## config.mk

```make
export PLATFORM = sky130hd
export DESIGN_NAME = muldiv_hilo_ctrl
export DESIGN_NICKNAME = d
export VERILOG_FILES = /design/src/rtl/muldiv_hilo_ctrl.sv
export SDC_FILE = /design/constraint.sdc
export NUM_CORES = 1
export LEC_CHECK = 0
export CAP_MARGIN = 20
export CORE_ASPECT_RATIO = 1.25
export CORE_MARGIN = 2
export CORE_UTILIZATION = 35
export CTS_CLUSTER_SIZE = 16
export DETAILED_ROUTE_END_ITERATION = 10
export PLACE_DENSITY = 0.69
export SKIP_CTS_REPAIR_TIMING = 1
export SLEW_MARGIN = 20
export SYNTH_ARGS = -nofsm -noshare
export SYNTH_HDL_FRONTEND = slang
export SYNTH_SLANG_ARGS = --single-unit
```

## constraint.sdc

```tcl
create_clock -name clk -period 2.4 [get_ports clk]
set_input_delay 0.48 -clock clk [delete_from_list [all_inputs] [get_ports clk]]
set_output_delay 0.48 -clock clk [all_outputs]
set_load 0.05 [all_outputs]
```

## src/rtl/muldiv_hilo_ctrl.sv

```systemverilog
// HI/LO sequencing controller for MULT/DIV/MTHI/MTLO: launches the external multiplier or divider,
// holds the operands stable while it runs, and writes the result into HI/LO unless cancelled.
//  state    | meaning
//  IDLE     | no operation in flight, can accept
//  MUL_WAIT | multiplier running, cnt counts cycles up to MUL_LAT
//  DIV_RUN  | iterative divider running, waiting for div_complete
module muldiv_hilo_ctrl #(
    parameter int unsigned MUL_LAT = 2
) (
    input  logic        clk,
    input  logic        rst_n,
    input  logic        op_valid,
    output logic        op_ready,
    input  logic [2:0]  op_type,
    input  logic [31:0] src_a,
    input  logic [31:0] src_b,
    input  logic        cancel,
    output logic        mul_start,
    output logic        md_signed,
    output logic [31:0] md_a,
    output logic [31:0] md_b,
    input  logic [31:0] mul_hi,
    input  logic [31:0] mul_low,
    output logic        div_start,
    output logic        div_abort,
    input  logic        div_complete,
    input  logic [31:0] div_hi,
    input  logic [31:0] div_low,
    output logic [31:0] hi_reg,
    output logic [31:0] low_reg,
    output logic        busy,
    output logic        op_done
);

    typedef enum logic [1:0] {IDLE, MUL_WAIT, DIV_RUN} state_t;

    localparam logic [3:0] LAT = 4'(MUL_LAT);

    state_t      state, state_nxt;
    logic [3:0]  cnt, cnt_nxt;
    logic [31:0] md_a_q, md_b_q, hi_nxt, low_nxt;
    logic        md_signed_q;
    logic        accept, is_mul, is_div, is_mthi, is_mtlo, div_zero, op_signed;
    logic        mul_fin, div_fin, launch;

    assign is_mul    = (op_type == 3'd0) || (op_type == 3'd1);
    assign is_div    = (op_type == 3'd2) || (op_type == 3'd3);
    assign is_mthi   = (op_type == 3'd4);
    assign is_mtlo   = (op_type == 3'd5);
    assign op_signed = (op_type == 3'd0) || (op_type == 3'd2);
    assign div_zero  = (src_b == 32'd0);

    // rst_n in the ready term keeps ready low for the whole time reset is held
    assign op_ready  = (state == IDLE) && !cancel && rst_n;
    assign accept    = op_valid && op_ready;
    assign busy      = (state != IDLE);

    assign mul_start = accept && is_mul;
    assign div_start = accept && is_div && !div_zero;
    assign launch    = mul_start || div_start;
    assign div_abort = (state == DIV_RUN) && cancel;

    assign mul_fin   = (state == MUL_WAIT) && (cnt == LAT) && !cancel;
    assign div_fin   = (state == DIV_RUN) && div_complete && !cancel;
    assign op_done   = mul_fin || div_fin || (accept && is_div && div_zero);

    // Operands are visible in the launch cycle, then held from the capture registers
    assign md_a      = launch ? src_a : md_a_q;
    assign md_b      = launch ? src_b : md_b_q;
    assign md_signed = launch ? op_signed : md_signed_q;

    always_comb begin
        state_nxt = state;
        cnt_nxt   = cnt;
        case (state)
            IDLE: begin
                if (mul_start) begin
                    state_nxt = MUL_WAIT;
                    cnt_nxt   = 4'd1;
                end else if (div_start) begin
                    state_nxt = DIV_RUN;
                end
            end
            MUL_WAIT: begin
                if (cancel || (cnt == LAT)) begin
                    state_nxt = IDLE;
                    cnt_nxt   = 4'd0;
                end else begin
                    cnt_nxt = cnt + 4'd1;
                end
            end
            DIV_RUN: begin
                if (cancel || div_complete) begin
                    state_nxt = IDLE;
                end
            end
            default: begin
                state_nxt = IDLE;
                cnt_nxt   = 4'd0;
            end
        endcase
    end

    always_comb begin
        hi_nxt  = hi_reg;
        low_nxt = low_reg;
        if (accept && is_mthi) begin
            hi_nxt = src_a;
        end
        if (accept && is_mtlo) begin
            low_nxt = src_a;
        end
        if (mul_fin) begin
            hi_nxt  = mul_hi;
            low_nxt = mul_low;
        end
        if (div_fin) begin
            hi_nxt  = div_hi;
            low_nxt = div_low;
        end
    end

    always_ff @(posedge clk or negedge rst_n) begin
        if (!rst_n) begin
            state       <= IDLE;
            cnt         <= 4'd0;
            hi_reg      <= 32'd0;
            low_reg     <= 32'd0;
            md_a_q      <= 32'd0;
            md_b_q      <= 32'd0;
            md_signed_q <= 1'b0;
        end else begin
            state   <= state_nxt;
            cnt     <= cnt_nxt;
            hi_reg  <= hi_nxt;
            low_reg <= low_nxt;
            if (launch) begin
                md_a_q      <= src_a;
                md_b_q      <= src_b;
                md_signed_q <= op_signed;
            end
        end
    end

endmodule

```

==> metrics, run 1 <==
Initial Util=35.3%; Detail Placement HPWL=19900 µm; Primary FF master, synth=dfrtp_1; CP Cell Sequence=buf_6 -> nor4_4 -> buf_4 -> nand4_1 -> o211ai_4 -> clkinv_4 -> clkbuf_16 -> o22ai_4 -> buf_6; Post-synth EDFFs=0; Layout Skew=7.64 ps; register clock-pin slew on the reported worst setup and hold paths=70 ps; fillers=1455; Crit-path slowest cell=o211ai_4; failing checks=setup timing; antenna violations before repair=2; maxcap violations=0; Yosys top cell by area=dfrtp_1; Net Count, Synth=874; peak supply drop=0.849 mV; RSZ-0062 raised after global routing=yes; WP buf/inv=5; CTS tree=done; Boundary Pins=335; Lkg Pwr=5.90 nW; WL per Instance=21.3 µm; clock root buffer=clkbuf_16; vias=7282; total core area=19300 µm²; layout cells sized above 1=35.5%; post-route setup slack=-410 ps; std cell rows=57; outcome=complete, but fails checks; Mapped Area=6790 µm²; global-route wire length before repair=40200 µm; PD cells=1210 nW/µm²; leading post-synthesis cells by cell area=dfrtp_1, mux2_4, a31oi_1; GRT Total Usage=25.7%; Mean Syn Cell Area=10.1 µm²; Register Area=3380 µm²; vias in the first global route=7259; CP most frequent cell=buf_6; Final Critical Period=2810 ps; DRT antenna net count=0; area of the multi-input gates=3720 µm²; DIE WIDTH=129 µm; Starting DRT DRC Count=350; cell family with most CP delay=buffers and inverters; Max-slew headroom=37.3%; WHS=272 ps; # setup viols final=68; Slew Viols, Final=0; critical path fanouts, max=7; htree depth=4; CTS sink cnt=135; critical path type=input pin to output pin; Num CTS Buffers=17; number of port buffers=334; largest net degree at the start of global routing=69; YS warnings=0; Cells after Synth=672; Worst Path Arrival=2330 ps; Die ar.=20500 µm²; highest clock rate=0.356 GHz; HP Class=input pin to asynchronous set/reset pin; Via density=5.41; layout net count=1297; number of synthesized register bits=135; die height=160 µm; pre-CTS WS=-734 ps; Startpoint Class=input pin; Worst-Margin Slew=941 ps; fin crit share=117%; worst-case clock buffer depth=2; detailed-route DRC error count=0; Skew-Pair Late Insertion Delay=420 ps; crit end category=output pin; Seq/Total Area, Yosys=49.7%; asr flop ratio synth=100%; RD Place Congestion=0.869; routed wire length=28700 µm; worst path required time=1920 ps; synth unique cells=40; GR Overflow Total=0; Worst path max stage delay=360 ps; 1st-pass router iterations=4; top-area cell type share of the netlist area=49.7%; Synth-to-Final Area Change=92.0%; final hold viol count=0
cells in the final DEF (no fill, tap or decap), types with 3 or more instances in the layout:
master           count
a31oi_1             64
nand3_1             66
nor4_2               7
o21ai_1              5
inv_8                7
nor2_1              67
o22ai_4             32
buf_6               74
a32o_2              32
o21ai_0             28
mux2_1               6
buf_12              28
inv_6                3
nand2_1             67
clkbuf_16           23
dfrtp_1            134
buf_8                7
clkdlybuf4s50_1    229
clkinv_4             3
mux2_4              30
buf_4               94
mux2_2              28
dlymetal6s2s_1      31
final cells by class:
class                      instances  share of cell area (%)
multi-input combinational        466                    28.5
antenna                            1                  0.0192
tap                              236                    2.26
clock buffer                      17                    3.26
clock inverter                    15                    1.18
inverter                           5                   0.201
timing repair buffer             470                    38.6
sequential                       135                    25.9
worst register-to-register path: cells and delay by family, from the launching register on:
kind            cells  cell delay, ps
fa+ha+maj           1             140
buf+inv             3             430
compound gates      2             360
mux                 1             360
simple gates        1             410
flops               1             410
synthesized netlist by cell type, drive strengths merged, types with 3 or more instances:
library cell,count
nand2,68
nor3b,3
mux2,64
o22ai,34
clkbuf,35
inv,5
nand3,67
a31oi,65
nor2,67
nor4,8
buf,31
a32o,32
dfrtp,135
o21ai,34
report_power, final:
group / internal, mW / switching, mW / total, mW
clock network: 1.39 / 1.22 / 2.61
logic: 3.73 / 5.64 / 9.37
registers: 3.31 / 0.468 / 3.78
total: 8.43 / 7.33 / 15.8
path summary, 6_finish.rpt:
check | depth (start not counted) | start | endpoint | slack, ps
max | 9 | src_b[14] | md_a[25] | -410
min | 2 | rst_n | md_b_q[0] | 270
max reg2reg | 8 | cnt[0] | hi_reg[5] | 180
min reg2reg | 1 | hi_reg[10] | hi_reg[10] | 480
max in group asynchronous | 3 | rst_n | md_a_q[30] | 590
min in group clk | 2 | src_b[12] | md_b_q[12] | 310
cell families after synthesis:
family / share of synthesized area [%]
multiplexers: 12.3
buffers and inverters: 4.88
AO/OA/AOI/OAI: 17.6
adder cells (fa/ha/maj): 0.368
AND/OR/NAND/NOR: 15.1
flip-flops: 49.7
layer usage:
layer / up-vias / routed length, µm / part of all wire [%] / global-route usage, %
met5: - / 12 / 0.042 / 0
met4: 2 / 867 / 3.0 / 10.4
met3: 44 / 2070 / 7.2 / 7.30
met2: 291 / 15200 / 53 / 45.8
met1: 3593 / 10600 / 37 / 28.5
li1: 3352 / - / - / -
per-stage QoR:
step / std cells / cell area [µm²] / utilization [%] / power [mW] / setup TNS [ps]
2_1_floorplan: 672 / 7380 / - / 9.64 / -17250
3_3_place_gp: 1293 / 11700 / 60.7 / 12.6 / -61360
3_5_place_dp: 1293 / 11700 / 60.7 / 12.7 / -65510
4_1_cts: 1325 / 12300 / 63.7 / 15.3 / -46920
5_1_grt: 1345 / 13000 / 67.7 / 16.4 / -30280
6_report: 1345 / 13000 / 67.7 / 15.8 / -24240
Note: power is estimated with default switching activity, not from simulation.
==> run 2, diff against run 1 <==
--- a/config.mk
+++ b/config.mk
@@ -5,13 +5,15 @@
 export SDC_FILE = /design/constraint.sdc
 export NUM_CORES = 1
 export LEC_CHECK = 0
+export ABC_CLOCK_PERIOD_IN_PS = 2400
 export CAP_MARGIN = 20
 export CORE_ASPECT_RATIO = 1.25
-export CORE_MARGIN = 2
+export CORE_MARGIN = 5
 export CORE_UTILIZATION = 35
 export CTS_CLUSTER_SIZE = 16
 export DETAILED_ROUTE_END_ITERATION = 10
 export PLACE_DENSITY = 0.69
+export SETUP_SLACK_MARGIN = 0.3
 export SKIP_CTS_REPAIR_TIMING = 1
 export SLEW_MARGIN = 20
 export SYNTH_ARGS = -nofsm -noshare
==> metrics, run 2 (synthesis results as in run 1) <==
number of port buffers=334 (unchanged); Initial Util=35.3% (unchanged); HP Class=input pin to flip-flop; final hold viol count=0 (unchanged); Slew Viols, Final=0 (unchanged); antenna violations before repair=5 (+3); failing checks=setup timing; Crit-path slowest cell=dfrtp_2; htree depth=4 (unchanged); CP Cell Sequence=nor4b_4 -> and3b_2 -> o211ai_4 -> buf_4 -> a32o_2 -> buf_4; GRT busiest layer=met2; Via density=5.46 (+0.76%); RD Place Congestion=0.833 (-4.1%); DIE WIDTH=135 µm (+4.7%); maxcap violations=0 (unchanged); layout net count=1282 (-1.2%); WHS=304 ps (+31.8 ps); worst hold path stage count=2; crit end category=output pin; outcome=complete, but fails checks; GR Overflow Total=0 (unchanged); Detail Placement HPWL=20600 µm (+3.8%); Starting DRT DRC Count=399 (+14%); routed wire length=29300 µm (+2.3%); worst path required time=1920 ps (about the same); cell family with most CP delay=simple AND/OR/NAND/NOR gates; # setup viols final=68 (unchanged); fillers=1367 (-6.0%); Startpoint Class=flip-flop; clock root buffer=clkbuf_16; Skew-Pair Late Insertion Delay=420 ps (about the same); worst-case clock buffer depth=2 (unchanged); peak supply drop=0.977 mV (+15%); Crit path depth=6 (-3); Boundary Pins=335 (unchanged); critical path type=flip-flop to output pin; largest net degree at the start of global routing=74 (+7.2%); Final Critical Period=2700 ps (-111 ps); Num CTS Buffers=17 (unchanged); Worst Path Arrival=2220 ps (-110 ps); Placed Cells=1272 (-1.6%); std cell rows=57 (unchanged); Die ar.=22300 µm² (+8.6%); fin crit share=112% (-4.6 points); 1st-pass router iterations=5 (+1); placed cell area=11600 µm² (-0.87%); total core area=19300 µm² (unchanged); layout cells sized above 1=39.2% (+3.8 points); RSZ-0062 raised after global routing=yes; post-layout util=69.9% (+2.2 points); highest clock rate=0.370 GHz (+4.1%); post-route setup slack=-299 ps (+111 ps); CTS tree=done; Worst-Margin Slew=971 ps (+29.6 ps); most frequent cells in the layout=clkdlybuf4s50_1, dfrtp_1, buf_6; design area=13500 µm² (+3.2%); CP most frequent cell=buf_4; Worst path max stage delay=420 ps (+60 ps); WP buf/inv=2 (-3); Reg2Reg Depth=12 (+4); Max-slew headroom=35.3% (-2.0 points); met1 usage=29.4% (+0.83 points); total power=16.4 mW (+4.1%); WL per Instance=22.0 µm (+3.2%); final std cells w/o fill=1333 (-0.89%); global-route wire length before repair=42000 µm (+4.3%); PD cells=1220 nW/µm² (+0.83%); detailed-route DRC error count=0 (unchanged); M2 GR Usage=40.9% (-4.9 points); most common cell after layout, fill and taps aside=clkdlybuf4s50_1; CTS sink cnt=135 (unchanged); GRT Total Usage=24.0% (-1.7 points); Lkg Pwr=6.40 nW (+8.5%); vias in the first global route=7359 (+1.4%); Layout Skew=5.44 ps (-2.20 ps); met3 global-route usage=5.09% (-2.2 points); DRT antenna net count=0 (unchanged); die height=166 µm (+3.8%); critical path fanouts, max=7 (unchanged); register clock-pin slew on the reported worst setup and hold paths=60 ps (about the same); vias=7272 (-0.14%); Synth-to-Final Area Change=98.2%
==> run 2: cell count changes in the layout (fill, tap and decap cells not counted), sizes merged, moves of 5 or more <==
cell | previous run | this run
clkbuf | 24 | 37
buf | 203 | 191
clkdlybuf4s50 | 229 | 177
bufinv | 0 | 5
inv | 14 | 5
dlymetal6s2s | 31 | 67
==> run 2: worst paths after layout <==
check	start	end	slack [ps]
setup / recovery	state[1]	md_b[30]	-300
hold / removal	src_b[23]	md_b_q[23]	300
setup reg to reg	cnt[0]	low_reg[29]	0
hold reg to reg	hi_reg[12]	hi_reg[12]	480
max in group asynchronous	rst_n	hi_reg[2]	650
min in group asynchronous	rst_n	hi_reg[18]	570
==> run 2: cell type report <==
| cell class | count | area (µm²) | share of cell area [%] |
|---|---|---|---|
| timing repair buffer | 455 | 5020 | 37.3 |
| multi-input combinational | 466 | 4080 | 30.3 |
| sequential | 135 | 3380 | 25.1 |
| clock buffer | 18 | 429 | 3.19 |
| tap | 236 | 295 | 2.19 |
| clock inverter | 14 | 225 | 1.67 |
| inverter | 5 | 28.8 | 0.214 |
| antenna | 4 | 10.0 | 0.0743 |
==> run 2: metrics by stage <==
step                      setup WS [ps]  setup TNS, ps
after global routing               -381         -23780
after global placement             -653         -57950
after CTS                          -613         -38810
after floorplan                    -300         -17310
final                              -299         -17390
after detailed placement           -613         -56920
==> run 2: report_power, final <==
group | internal [mW] | switching, mW
registers | 3.31 | 0.435
logic | 3.93 | 5.81
clock network | 1.86 | 1.07
==> run 2: per-layer routing <==
| layer | vias to the layer above | routed length (µm) |
|---|---|---|
| li1 | 3341 | - |
| met1 | 3557 | 11500 |
| met2 | 300 | 15000 |
| met3 | 72 | 1670 |
| met4 | 2 | 1160 |
| met5 | - | 9 |
==> RTL edit 1: new RTL, flow settings as in run 1 <==
`hi_reg` no longer has a reset.
--- a/src/rtl/muldiv_hilo_ctrl.sv
+++ b/src/rtl/muldiv_hilo_ctrl.sv
@@ -124,7 +124,6 @@
         if (!rst_n) begin
             state       <= IDLE;
             cnt         <= 4'd0;
-            hi_reg      <= 32'd0;
             low_reg     <= 32'd0;
             md_a_q      <= 32'd0;
             md_b_q      <= 32'd0;
@@ -132,7 +131,6 @@
         end else begin
             state   <= state_nxt;
             cnt     <= cnt_nxt;
-            hi_reg  <= hi_nxt;
             low_reg <= low_nxt;
             if (launch) begin
                 md_a_q      <= src_a;
@@ -142,5 +140,9 @@
         end
     end
 
+    always_ff @(posedge clk) begin
+        hi_reg <= hi_nxt;
+    end
+
 endmodule
 
Check against the original RTL: differs if rst_n is asserted again (counterexample within 4 cycles, from zero or initial values and one cycle with rst_n low); with rst_n held inactive, the same outputs for 4 cycles.
==> RTL edit 1 against run 1 <==
- the run still ends with negative setup slack left
- highest routed layer is now met4
- register-to-register slack lost 20 ps
- synthesized cell count shrank 17%
- via count shrank 12%
- sequential cell count is the same
- setup slack lost 130 ps
- area after synthesis shrank 7.9%
- design area shrank 7.8%
- wire length shrank 10%
Power is not compared: it rests on default switching activity, and its combinational part moved more than twofold at a synthesized area within 25%.
==> RTL edit 1: results (changes against run 1) <==
- WP data arrival: 2460 ps (was 2330 ps)
- Vias in the first global route: 6,716 (was 7,259)
- Reg2reg path depth: 7 (was 8)
- R2R Setup Slk: 160 ps (was 180 ps)
- Fraction of area in multi-input gates: 0.243 (was 0.285)
- DR pass1 iterations: 6 (was 4)
- Outcome: finished with violations (unchanged)
- Synthesized net count: 761 (was 874)
- Tot GR Track Use: 0.252 (was 0.257)
- Largest fanout on the critical path: 6 (was 7)
- Failing checks: negative setup slack (unchanged)
- Final clock-cell share: 0.0530 (was 0.0444)
- Buffer share of cell area: 0.385 (was 0.386)
- Non-clk invs: 3 (was 5)
- Drt first-iter violations: 332 (was 350)
- Vias per cell: 5.37 (was 5.41)
- Crit. Startpoint: src_b[16] (was src_b[14])
- Post-DP HPWL: 17,900 um (was 19,900 um)
- Most frequent cells after synthesis: dfrtp_1, nor2_1, nand3_1, a31oi_1, mux2_2 (was dfrtp_1, nand2_1, nand3_1, nor2_1, a31oi_1)
- Sequential share of cell area: 0.294 (was 0.259)
- Worst setup margin: -536 ps (was -410 ps)
- #MultiIn Comb: 372 (was 466)
- End of the worst register-to-register path: low_reg[19] (was hi_reg[5])
- GPL Wtd Cong: 0.859 (was 0.869)
- Slowest cell on the critical path: o31ai_4 (was o211ai_4)
- # setup viols final: 67 (was 68)
- Max incr delay on CP: 440 ps (was 360 ps)
- Final Net Count: 1,162 (was 1,297)
- Synth top area cells: dfrtp_1, edfxtp_1, mux2_2 (was dfrtp_1, mux2_4, a31oi_1)
- Mux cell area share after synthesis: 0.117 (was 0.123)
- Asr flop ratio synth: 0.763 (was 1.00)
- Average wire per standard cell: 21.4 um (was 21.3 um)
- Antenna Cells: 2 (was 1)
-- RTL edit 1: metal layers --
| metal | part of all wire | up-vias | routed length (um) | track usage |
|---|---|---|---|---|
| met3 | 0.078 | 59 | 2000 | 0.0705 |
| met4 | 0.033 | 0 | 856 | 0.106 |
| met2 | 0.52 | 314 | 13400 | 0.441 |
| met5 | 0 | - | 0 | 0 |
| met1 | 0.37 | 3157 | 9450 | 0.281 |
| li1 | - | 2914 | - | - |
-- RTL edit 1: per-stage QoR --
| step | setup WS (ps) | cell area [um^2] | instances | hold WS, ps |
|---|---|---|---|---|
| 2_1_floorplan | -375 | 6520 | 559 | 184 |
| 3_3_place_gp | -820 | 10700 | 1144 | 471 |
| 3_5_place_dp | -872 | 10700 | 1144 | 473 |
| 4_1_cts | -885 | 11300 | 1176 | 160 |
| 5_1_grt | -623 | 12000 | 1199 | 192 |
| 6_report | -536 | 12000 | 1199 | 160 |
==> RTL edit 2: new RTL, config.mk and constraints of run 1 <==
Made on the original files. Register the input `div_complete` before use, without a reset. The logic sees it one clock later. The other inputs are not delayed to match.
--- a/src/rtl/muldiv_hilo_ctrl.sv
+++ b/src/rtl/muldiv_hilo_ctrl.sv
@@ -36,6 +36,12 @@
 
     localparam logic [3:0] LAT = 4'(MUL_LAT);
 
+    logic div_complete_q;
+
+    always_ff @(posedge clk) begin
+        div_complete_q <= div_complete;
+    end
+
     state_t      state, state_nxt;
     logic [3:0]  cnt, cnt_nxt;
     logic [31:0] md_a_q, md_b_q, hi_nxt, low_nxt;
@@ -61,7 +67,7 @@
     assign div_abort = (state == DIV_RUN) && cancel;
 
     assign mul_fin   = (state == MUL_WAIT) && (cnt == LAT) && !cancel;
-    assign div_fin   = (state == DIV_RUN) && div_complete && !cancel;
+    assign div_fin   = (state == DIV_RUN) && div_complete_q && !cancel;
     assign op_done   = mul_fin || div_fin || (accept && is_div && div_zero);
 
     // Operands are visible in the launch cycle, then held from the capture registers
@@ -90,7 +96,7 @@
                 end
             end
             DIV_RUN: begin
-                if (cancel || div_complete) begin
+                if (cancel || div_complete_q) begin
                     state_nxt = IDLE;
                 end
             end
Formal check against the unedited RTL: not equivalent (Yosys sat finds a counterexample within 4 cycles, from zero or initial values and one cycle with rst_n low).
==> RTL edit 2 against run 1 <==
- the run still ends with negative setup slack left
- design area fell by 0.99%
- area after synthesis increased by 0.29%
- total power increased by 1.2%
- global-route usage grew 0.22 points
- non-clock buffer count fell by 13
- setup slack gained 33 ps
- wire length shrank 2.7%
- sequential cell count rose by 1
- count of clock-buffer cells in the layout up 1
==> RTL edit 2: results (changes against run 1) <==
- # setup viols final: 67 (was 68)
- Pre-CTS setup slack: -637 ps (was -734 ps)
- Ratio of cells with drive above 1 in the final layout: 0.359 (was 0.355)
- DR top layer: met4 (was met5)
- Fillers: 1,487 (was 1,455)
- Largest net degree at the start of global routing: 72 (was 69)
- Final clock-cell share: 0.0466 (was 0.0444)
- Outcome: finished with violations (unchanged)
- Met3 WL: 1960 um (was 2070 um)
- Synth top area cells: dfrtp_1, mux2_4, a31oi_1 (unchanged)
- Fraction of area in multi-input gates: 0.288 (was 0.285)
- Complex-gate fraction of the synthesized area: 0.176 (about the same)
- Mapped Cells: 673 (was 672)
- Register area: 3400 um^2 (was 3380 um^2)
- Worst setup margin: -377 ps (was -410 ps)
- Post-DP HPWL: 20,300 um (was 19,900 um)
- WP data arrival: 2300 ps (was 2330 ps)
- Vias per cell: 5.39 (was 5.41)
- Clk_skew: 12.4 ps (was 7.64 ps)
- Failing checks: negative setup slack (unchanged)
- Buffers, non-clock: 457 (was 470)
- Met1 global-route usage: 0.296 (was 0.285)
- Asr flop ratio synth: 0.993 (was 1.00)
- Met2 WL: 14,500 um (was 15,200 um)
- Pleak: 5.75 nW (was 5.90 nW)
- Synth-to-layout area growth: 89.5% (was 92.0%)
- Adder-cell share of the synthesized area: 0.00367 (was 0.00368)
- M2 GR Usage: 0.450 (was 0.458)
- Largest fanout on the critical path: 8 (was 7)
- Seq/Total Area, Yosys: 0.499 (was 0.497)
- #FFs+latches synth: 136 (was 135)
- Peak VDD IR: 0.000879 V (was 0.000849 V)
[RTL edit 2: cell count changes in the layout (fill, tap and decap cells not counted), moves of 5 or more]
cell / change
buf_6: -14
dlymetal6s2s_1: -12
buf_8: +12
inv_8: -5
buf_4: -6
clkbuf_2: +9
[RTL edit 2: worst paths after layout]
check	from	to	slack (ps)	cells past startpoint
max in group asynchronous	rst_n	md_b_q[3]	1230	3
min reg2reg	hi_reg[13]	hi_reg[13]	490	1
max reg2reg	cnt[0]	low_reg[4]	60	8
min in group clk	src_b[4]	md_b_q[4]	310	2
max	state[1]	md_b[10]	-380	7
min	rst_n	low_reg[6]	40	2
[RTL edit 2: power by group]
part | switching, mW | internal [mW]
registers | 0.445 | 3.33
logic | 5.66 | 3.80
clock network | 1.13 | 1.59
[RTL edit 2: critical path, stage by stage, from the launching register on]
cell and delay [ps]:
dfrtp_2 420, nor4b_4 300, and3b_2 300, o211ai_4 130, buf_6 150, buf_12 130, a32o_2 280, buf_8 150
